==> src/rtl/tauri_stencil_pkg.sv <==
// Shared stencil definitions: operation encoding, data width and writeback FSM states.
package tauri_stencil_pkg;

  localparam int unsigned STENCIL_W = 8;

  typedef enum logic [2:0] {
    KEEP      = 3'd0,
    ZERO      = 3'd1,
    REPLACE   = 3'd2,
    INCR      = 3'd3,
    DECR      = 3'd4,
    INVERT    = 3'd5,
    INCR_WRAP = 3'd6,
    DECR_WRAP = 3'd7
  } stencil_op_e;

  typedef enum logic [1:0] {
    IDLE  = 2'd0,
    DRAIN = 2'd1,
    CLEAR = 2'd2
  } wb_state_e;

endpackage

==> src/rtl/stencil_op_alu.sv <==
// Combinational stencil operation evaluator: r = op(s, ref_val).
module stencil_op_alu
  import tauri_stencil_pkg::*;
(
  input  logic [2:0]           op,
  input  logic [STENCIL_W-1:0] s,
  input  logic [STENCIL_W-1:0] ref_val,
  output logic [STENCIL_W-1:0] r
);

  // Evaluate the selected stencil operation on the old value.
  always_comb begin
    r = s;
    case (stencil_op_e'(op))
      KEEP:      r = s;
      ZERO:      r = '0;
      REPLACE:   r = ref_val;
      INCR:      r = (s == '1) ? s : s + STENCIL_W'(1);
      DECR:      r = (s == '0) ? s : s - STENCIL_W'(1);
      INVERT:    r = ~s;
      INCR_WRAP: r = s + STENCIL_W'(1);
      DECR_WRAP: r = s - STENCIL_W'(1);
      default:   r = s;
    endcase
  end

endmodule

==> src/rtl/stencil_writeback.sv <==
// Stencil writeback: applies stencil ops to fragment results, elides no-op
// writes, and performs a full-buffer clear sweep on request.
module stencil_writeback
  import tauri_stencil_pkg::*;
#(
  parameter int unsigned ADDR_W     = 16,
  parameter int unsigned NUM_PIXELS = 65536
) (
  input  logic                 clk_i,
  input  logic                 rst_ni,
  input  logic                 frag_valid_i,
  output logic                 frag_ready_o,
  input  logic [ADDR_W-1:0]    frag_addr_i,
  input  logic [STENCIL_W-1:0] frag_stencil_i,
  input  logic                 stencil_pass_i,
  input  logic                 depth_pass_i,
  input  logic [STENCIL_W-1:0] ref_val_i,
  input  logic [STENCIL_W-1:0] write_mask_i,
  input  logic [2:0]           op_sfail_i,
  input  logic [2:0]           op_dpfail_i,
  input  logic [2:0]           op_dppass_i,
  input  logic                 clear_i,
  input  logic [STENCIL_W-1:0] clear_val_i,
  output logic                 busy_o,
  output logic                 wr_valid_o,
  input  logic                 wr_ready_i,
  output logic [ADDR_W-1:0]    wr_addr_o,
  output logic [STENCIL_W-1:0] wr_data_o
);

  localparam logic [ADDR_W-1:0] LAST_ADDR = ADDR_W'(NUM_PIXELS - 1);

  wb_state_e              state_q, state_d;
  logic                   wr_valid_d;
  logic [ADDR_W-1:0]      wr_addr_d;
  logic [STENCIL_W-1:0]   wr_data_d;
  logic [STENCIL_W-1:0]   clr_val_q, clr_val_d;
  logic [ADDR_W-1:0]      clr_cnt_q, clr_cnt_d;

  logic [2:0]             op_sel;
  logic [STENCIL_W-1:0]   op_res;
  logic [STENCIL_W-1:0]   new_val;
  logic                   out_free;
  logic                   frag_fire;

  // Pick the op according to which test failed first.
  always_comb begin
    op_sel = op_dppass_i;
    if (!stencil_pass_i)    op_sel = op_sfail_i;
    else if (!depth_pass_i) op_sel = op_dpfail_i;
  end

  stencil_op_alu u_alu (
    .op      (op_sel),
    .s       (frag_stencil_i),
    .ref_val (ref_val_i),
    .r       (op_res)
  );

  assign new_val      = (frag_stencil_i & ~write_mask_i) | (op_res & write_mask_i);
  assign out_free     = !wr_valid_o || wr_ready_i;
  assign frag_ready_o = (state_q == IDLE) && out_free;
  assign frag_fire    = frag_valid_i && frag_ready_o;
  assign busy_o       = (state_q != IDLE) || wr_valid_o;

  // Next-state and output-register logic for fragment writes and the clear sweep.
  always_comb begin
    state_d    = state_q;
    wr_valid_d = wr_valid_o;
    wr_addr_d  = wr_addr_o;
    wr_data_d  = wr_data_o;
    clr_val_d  = clr_val_q;
    clr_cnt_d  = clr_cnt_q;
    case (state_q)
      IDLE: begin
        if (wr_valid_o && wr_ready_i) wr_valid_d = 1'b0;
        if (frag_fire && (new_val != frag_stencil_i)) begin
          wr_valid_d = 1'b1;
          wr_addr_d  = frag_addr_i;
          wr_data_d  = new_val;
        end
        // A fragment in the same cycle is taken first; DRAIN waits for its write.
        if (clear_i) begin
          state_d   = DRAIN;
          clr_val_d = clear_val_i;
        end
      end
      DRAIN: begin
        // The sweep's first write is launched as the last fragment write retires.
        if (out_free) begin
          state_d    = CLEAR;
          wr_valid_d = 1'b1;
          wr_addr_d  = '0;
          wr_data_d  = clr_val_q;
          clr_cnt_d  = '0;
        end
      end
      CLEAR: begin
        if (wr_ready_i) begin
          if (clr_cnt_q == LAST_ADDR) begin
            state_d    = IDLE;
            wr_valid_d = 1'b0;
          end else begin
            clr_cnt_d = clr_cnt_q + ADDR_W'(1);
            wr_addr_d = clr_cnt_q + ADDR_W'(1);
          end
        end
      end
      default: state_d = IDLE;
    endcase
  end

  // FSM state register.
  always_ff @(posedge clk_i or negedge rst_ni) begin
    if (!rst_ni) state_q <= IDLE;
    else         state_q <= state_d;
  end

  // Write port and clear bookkeeping registers.
  always_ff @(posedge clk_i or negedge rst_ni) begin
    if (!rst_ni) begin
      wr_valid_o <= 1'b0;
      wr_addr_o  <= '0;
      wr_data_o  <= '0;
      clr_val_q  <= '0;
      clr_cnt_q  <= '0;
    end else begin
      wr_valid_o <= wr_valid_d;
      wr_addr_o  <= wr_addr_d;
      wr_data_o  <= wr_data_d;
      clr_val_q  <= clr_val_d;
      clr_cnt_q  <= clr_cnt_d;
    end
  end

endmodule

==> config.mk <==
export PLATFORM = sky130hd
export DESIGN_NAME = stencil_writeback
export DESIGN_NICKNAME = d
export VERILOG_FILES = /design/src/rtl/tauri_stencil_pkg.sv /design/src/rtl/stencil_op_alu.sv /design/src/rtl/stencil_writeback.sv
export SDC_FILE = /design/constraint.sdc
export NUM_CORES = 1
export LEC_CHECK = 0
export CAP_MARGIN = 25
export CELL_PAD_IN_SITES_DETAIL_PLACEMENT = 0
export CELL_PAD_IN_SITES_GLOBAL_PLACEMENT = 1
export CORE_MARGIN = 4
export CORE_UTILIZATION = 40
export CTS_CLUSTER_DIAMETER = 200
export DETAILED_ROUTE_END_ITERATION = 6
export DONT_BUFFER_PORTS = 1
export PLACE_DENSITY = 0.75
export SYNTH_ARGS = -nofsm -noshare
export SYNTH_HDL_FRONTEND = slang
export SYNTH_SLANG_ARGS = --single-unit
==> constraint.sdc <==
create_clock -name clk_i -period 3 [get_ports clk_i]
set_clock_uncertainty 0.2 [all_clocks]
set_input_delay 0.75 -clock clk_i [delete_from_list [all_inputs] [get_ports clk_i]]
set_output_delay 0.75 -clock clk_i [all_outputs]
set_load 0.01 [all_outputs]
Word-level counts from Yosys, hierarchy flattened
Cells that the tools add are included.
{"block": "word_totals", "out_inout_bits": 27, "regBits": 51, "inputBits": 64}
{"block": "op_classes", "n_addsub": 3, "bitwise": 5, "n_mux": 25, "eq_ne": 19, "reduce_logical": 20}
{"operator": "16-bit 2-to-1 mux", "count": 4}
{"operator": "8-bit one-hot mux with 8 select lines", "count": 1}
{"operator": "16-bit one-hot mux with 3 select lines", "count": 1}
{"operator": "8-bit 2-to-1 mux", "count": 4}
{"operator": "16-bit one-hot mux with 2 select lines", "count": 1}
{"operator": "16-bit by 1-bit adder with 16-bit output, second input constant", "count": 1}
{"operator": "8-bit AND", "count": 2}
{"operator": "16-bit == test, second input constant", "count": 1}
{"operator": "8-bit NOT", "count": 2}
{"operator": "8-bit one-hot mux with 2 select lines", "count": 1}
{"operator": "3-bit == test, second input constant", "count": 4}
{"operator": "2-bit != test, second input constant", "count": 5}
{"operator": "5-bit AND reduction", "count": 2}
{"operator": "8-bit by 1-bit adder with 8-bit output, second input constant", "count": 1}
{"operator": "8-bit == test, second input constant", "count": 1}
{"operator": "8-bit zero test", "count": 1}
{"operator": "2-bit 2-to-1 mux", "count": 4}
{"operator": "8-bit != test", "count": 1}
{"operator": "8-bit bitwise OR", "count": 1}
{"operator": "4-bit AND reduction", "count": 2}
{"operator": "8-bit by 1-bit subtractor with 8-bit output, second input constant", "count": 1}
{"operator": "3-bit by 2-bit == test with 1-bit output, second input constant", "count": 2}
{"operator": "3-bit 2-to-1 mux", "count": 2}
{"operator": "2-bit one-hot mux with 3 select lines", "count": 1}
{"operator": "other kinds (16)", "count": 26}

Logic depth before layout (Yosys ltp)
{"block": "depth", "depth_word": 10, "depth_mapped": 15}

Modules after synthesis
A second synthesis with hierarchy kept.
{"block": "hier_totals", "hier_cells": 493, "area_unflattened_um2": 4269.1}
{"mod": "stencil_writeback", "seq_area_each_um2": 1276.2, "area_each_um2": 3357.0, "instances": 1, "cells_each": 354}
{"mod": "stencil_op_alu", "seq_area_each_um2": 0.0, "area_each_um2": 912.1, "instances": 1, "cells_each": 139}

Worst setup path after synthesis
OpenSTA, ideal clock, no wires.
{"block": "synth_timing", "path_type": "input to register", "from": "input frag_stencil_i[0]", "to": "register wr_addr_o[0]", "stages": 15, "t_required_ps": 2675, "n_path_buf": 3, "arrival_ps": 3630, "path_slack_ps": -955, "setup_ps": 125, "path_cell_list": "clkbuf_1 inv_1 ha_1 nor3b_1 nand2_1 nand4_2 o221a_2 o211ai_1 mux2_2 nor4_1 and4_4 o22a_1 buf_4 buf_8 mux2_4"}
{"block": "synth_between", "elab_chain_len": 9, "elab_cells_between_ends": 15, "classes_between": "add/sub (2); eq/ne (3); mux (3); bitwise (4); reduce/logical (3)"}
{"item": "from (decl)", "line_no": "stencil_writeback.sv:14", "text": "input logic [STENCIL_W-1:0] frag_stencil_i,"}
{"item": "8-bit by 1-bit subtractor with 8-bit output (tied with other cells)", "line_no": "stencil_op_alu.sv:19, stencil_op_alu.sv:22"}
{"item": "8-bit 2-to-1 mux (on tied branches)", "line_no": "stencil_op_alu.sv:19, stencil_op_alu.sv:18"}
{"item": "8-bit one-hot mux with 8 select lines", "line_no": "stencil_op_alu.sv:14", "text": "case (stencil_op_e'(op))"}
{"item": "8-bit AND", "line_no": "stencil_writeback.sv:60", "text": "assign new_val = (frag_stencil_i & ~write_mask_i) | (op_res & write_mask_i);"}
{"item": "8-bit bitwise OR", "line_no": "stencil_writeback.sv:60"}
{"item": "8-bit != test (*)", "line_no": "stencil_writeback.sv:77", "text": "if (frag_fire && (new_val != frag_stencil_i)) begin"}
{"item": "1-bit logical AND (*)", "line_no": "stencil_writeback.sv:77"}
{"item": "2-bit by 1-bit != test with 1-bit output (no line) (*)"}
{"item": "5-bit AND reduction (no line) (*)"}
{"item": "to (signal assigned)", "line_no": "stencil_writeback.sv:129", "text": "wr_addr_o <= wr_addr_d;"}
{"item": "to (decl)", "line_no": "stencil_writeback.sv:27", "text": "output logic [ADDR_W-1:0] wr_addr_o,"}
Mark *: on every way between the ends. The rest lies on a longest branch, timed or not.
A chain may end at the register's enable or synchronous reset.

Worst setup path in the final report
{"block": "layout_timing", "from": "input depth_pass_i", "to": "register wr_data_o[4]"}
{"block": "layout_between", "elab_chain_len": 10, "elab_cells_between_ends": 19, "classes_between": "eq/ne (9); mux (5); bitwise (2); reduce/logical (3)"}
{"item": "from (decl)", "line_no": "stencil_writeback.sv:16", "text": "input logic depth_pass_i,"}
{"item": "3-bit 2-to-1 mux (*)", "line_no": "stencil_writeback.sv:50", "text": "else if (!depth_pass_i) op_sel = op_dpfail_i;"}
{"item": "3-bit 2-to-1 mux (*)", "line_no": "stencil_writeback.sv:49", "text": "if (!stencil_pass_i) op_sel = op_sfail_i;"}
{"item": "3-bit == test (tied with other cells)", "line_no": "stencil_op_alu.sv:14"}
{"item": "8-bit one-hot mux with 8 select lines (*)", "line_no": "stencil_op_alu.sv:14"}
{"item": "8-bit AND (*)", "line_no": "stencil_writeback.sv:60"}
{"item": "8-bit bitwise OR (*)", "line_no": "stencil_writeback.sv:60"}
{"item": "8-bit != test", "line_no": "stencil_writeback.sv:77"}
{"item": "1-bit logical AND", "line_no": "stencil_writeback.sv:77"}
{"item": "2-bit by 1-bit != test with 1-bit output (no line)"}
{"item": "3-bit AND reduction (no line)"}
{"item": "to (signal assigned)", "line_no": "stencil_writeback.sv:130", "text": "wr_data_o <= wr_data_d;"}
{"item": "to (decl)", "line_no": "stencil_writeback.sv:28", "text": "output logic [STENCIL_W-1:0] wr_data_o"}
Mark *: on every way between the ends. The rest lies on a longest branch, timed or not. The select of a mux whose other input is x is not followed.

==> flow_summary.yaml <==
outcome:
  outcome: "finished with violations"
  violations: "setup timing"
setup_path:
  cp.required_ps: 2990
  crit_path_start_kind: "primary input"
  ff2ff_setup_slack_ps: 140
  r2r_cells: 10
  path_max_fanout: 5
  r2r-start: "clr_cnt_q[0]"
  criticalPathCategory: "primary input to flip-flop"
  worstPathArrival_ps: 3470
  end_kind: "flip-flop"
  r2r_end: "wr_addr_o[8]"
placed_design:
  place_ws_ps: -949
  place.detailed.hpwl_microns: 8540
  place_inst: 623
  placed_area_sq_um: 4490
  portBuffers: 0
  place.gp.congestion: 0.853
synth:
  synth_flop_cell: "dfrtp_1"
  synth_fp_nets: 537
  syn-mean-instance-area_sq_um: 8.48
  synth_warnings: 0
  synth_top_area_cell: "dfrtp_1"
  synthCells: 465
  yosys_register_bits: 51
  yosysTopAreaCellShare_pct: 32.4
  ys_types: 60
  netlist_area_sq_um: 3940
  async_flop_share_pct: 100
  synthTopCellsByArea: "dfrtp_1, mux2_2, nand2_1, o21ai_0, mux2i_1"
  ys_seq_area_share_pct: 32.4
  synth-edff-count: 0
finish:
  layout_common_cells: "nand2_1, buf_4, dfrtp_1"
  multi_input_area_sq_um: 2620
  area_growth_pct: 24.9
  instances_no_fill: 640
  diodes: 0
  final_common_cell: "nand2_1"
  fin_nets: 582
  ff_latch_area_sq_um: 1280
  design_area_sq_um: 4920
  layout-drive-gt1-share_pct: 28.0
  fillers: 920
global_route:
  globalRouteOverflowTotal: 0
  grt_pass1_vias: 3579
  track_usage_pct: 20.2
  grt_pass1_wl_microns: 18700
  antenna_found_initial: 1
  grt_max_degree: 52
drt:
  viasPerCell: 5.56
  ant_nets: 0
  vias: 3557
  wl_per_cell_microns: 18.1
  drc_errors: 0
  routed_wl_microns: 11600
  drt_iter0_markers: 173
  drt_first_pass_iters: 4
clocking:
  clk_latency_ps: 310
  h-tree-depth: 2
  clkTransAtPathRegs_ps: 100
  clock_sinks: 51
  cts_root_buffer: "clkbuf_8"
  clock_path_buffers: 2
  cts_tree: "done"
  cts-buffers-inserted: 5
power:
  p_leak_nw: 2.12
  p_comb_share_pct: 52.9
  peakVddDrop_v: 0.000498
  seqPwrFrac_pct: 33.2
  clockPowerShare_pct: 13.9
  p_int_mw: 2.16
  p_sw_mw: 1.35
  p_per_area_nw_per_um2: 713
  p_sw_share_pct: 38.4
floorplan:
  core_area_sq_um: 9420
  ios: 91
  num_rows: 35
  die_w_microns: 107
  start_util_pct: 41.9
  die_area_sq_um: 11500
  die_h_microns: 107
sta:
  tightestPinTransition_ps: 412
  grt_setup_unrepaired: "true"
  max_slew_margin_pct: 72.3
  setup_viol_count_final: 25
  fmax_mhz: 287
  fin_crit_sh_pct: 116
  finalHoldViolCount: 0
  finalWorstSetupSlack_ps: -482
  period_minus_slack_ps: 3480
  slew_violations: 0
run:
  drv_cap: 0
hold_path:
  worstHoldPathType: "primary input to async pin"
[synthesized netlist by cell type (3+ instances only)]
| cell type | count |
|---|---|
| xnor2_1 | 17 |
| a211oi_1 | 6 |
| ha_1 | 8 |
| or3_1 | 3 |
| o21a_1 | 5 |
| clkbuf_1 | 17 |
| nand2b_1 | 5 |
| inv_1 | 30 |
| nand2_1 | 57 |
| nor3_1 | 19 |
| xor2_1 | 7 |
| nor2b_1 | 3 |
| a21oi_1 | 21 |
| nor3b_1 | 3 |
| buf_2 | 10 |
| o21ai_0 | 37 |
| nor2_1 | 26 |
| o211ai_1 | 5 |
| nand3_1 | 22 |
| nand4_1 | 5 |
| mux2_4 | 10 |
| o31ai_1 | 5 |
| dfrtp_1 | 51 |
| a21o_1 | 6 |
| o22ai_1 | 3 |
| mux2_2 | 22 |
| mux2i_1 | 17 |
[worst max-delay path, stage by stage]
cell and delay (ps):
mux2i_4 220, buf_6 130, a21o_4 130, buf_12 100
nand3_2 80, buf_4 160, o211a_1 250, a32oi_2 250
o2111ai_4 180, nor4_4 290, and4_4 270, o32a_1 200
buf_6 160, mux2_4 300
[cell type report]
| class | count | share of cell area, % |
|---|---|---|
| clock buffers | 5 | 1.40 |
| flip-flops and latches | 51 | 25.9 |
| clock inverters | 3 | 0.889 |
| inverters | 30 | 2.59 |
| well taps | 129 | 3.28 |
| repair buffers | 69 | 12.7 |
| multi-input cells | 353 | 53.3 |
[flip-flops by register name, indices dropped and copies added (netlist names)]
signal / count
wr_addr_o: 16
state_q: 2
wr_valid_o: 1
wr_data_o: 8
clr_val_q: 8
clr_cnt_q: 16
[metal layers]
metal,vias to the layer above,routed length (microns),GRT usage (%)
li1,1742,-,-
met1,1710,5130,27.4
met2,91,5600,33.8
met3,12,714,4.32
met4,2,111,3.11
met5,-,13,0
[repair_timing]
item | CTS | global route
hold buffers | 1 | 0
gates cloned | 1 | 0
setup buffers | 4 | 3
pin swaps | 14 | 5
endpoints found under the setup margin | 25 | 25
endpoints found under the hold margin | 51 | 0
resized for setup | 30 | 14
[power by group through the flow]
stage                     clock network [mW]  registers, mW  logic, mW
final                                  0.489           1.17       1.86
after global routing                   0.534           1.19       2.02
after CTS                              0.507           1.17       1.80
after detailed placement                   0           1.18       1.61
after global placement                     0           1.18       1.58
after floorplan                            0           1.12       1.32
[worst max-delay path by stage]
stage                      start           end  slack, ps  depth (start not counted)
3_5_place_dp        depth_pass_i  wr_addr_o[8]       -950                         11
2_1_floorplan  frag_stencil_i[1]  wr_addr_o[0]       -710                         15
4_1_cts             depth_pass_i  wr_data_o[0]       -440                         14
6_report            depth_pass_i  wr_data_o[4]       -480                         14
5_1_grt             depth_pass_i  wr_data_o[4]       -580                         14
3_3_place_gp        depth_pass_i  wr_addr_o[9]       -990                         11
[logic make-up (layout without fill, tap and decap cells)]
kind of cell	after synthesis	count (layout)	share of synthesized area, %
buf+inv	61	107	6.50
flops	51	51	32.4
mux	49	49	14.4
fa+ha+maj	8	8	2.54
xor+xnor	24	24	5.33
simple gates	159	159	19.7
compound gates	113	113	19.2
[per-stage QoR]
stage / total power [mW] / hold slack [ps] / TNS [ps] / util (%)
final: 3.51 / 82.1 / -11120 / 52.3
after global routing: 3.75 / 89.9 / -13450 / 52.3
after CTS: 3.48 / 84.0 / -10150 / 51.1
after detailed placement: 2.80 / 256 / -22570 / 47.6
after global placement: 2.76 / 256 / -23380 / 47.6
after floorplan: 2.44 / 250 / -15660 / -
Note: power is estimated with default switching activity, not from simulation.
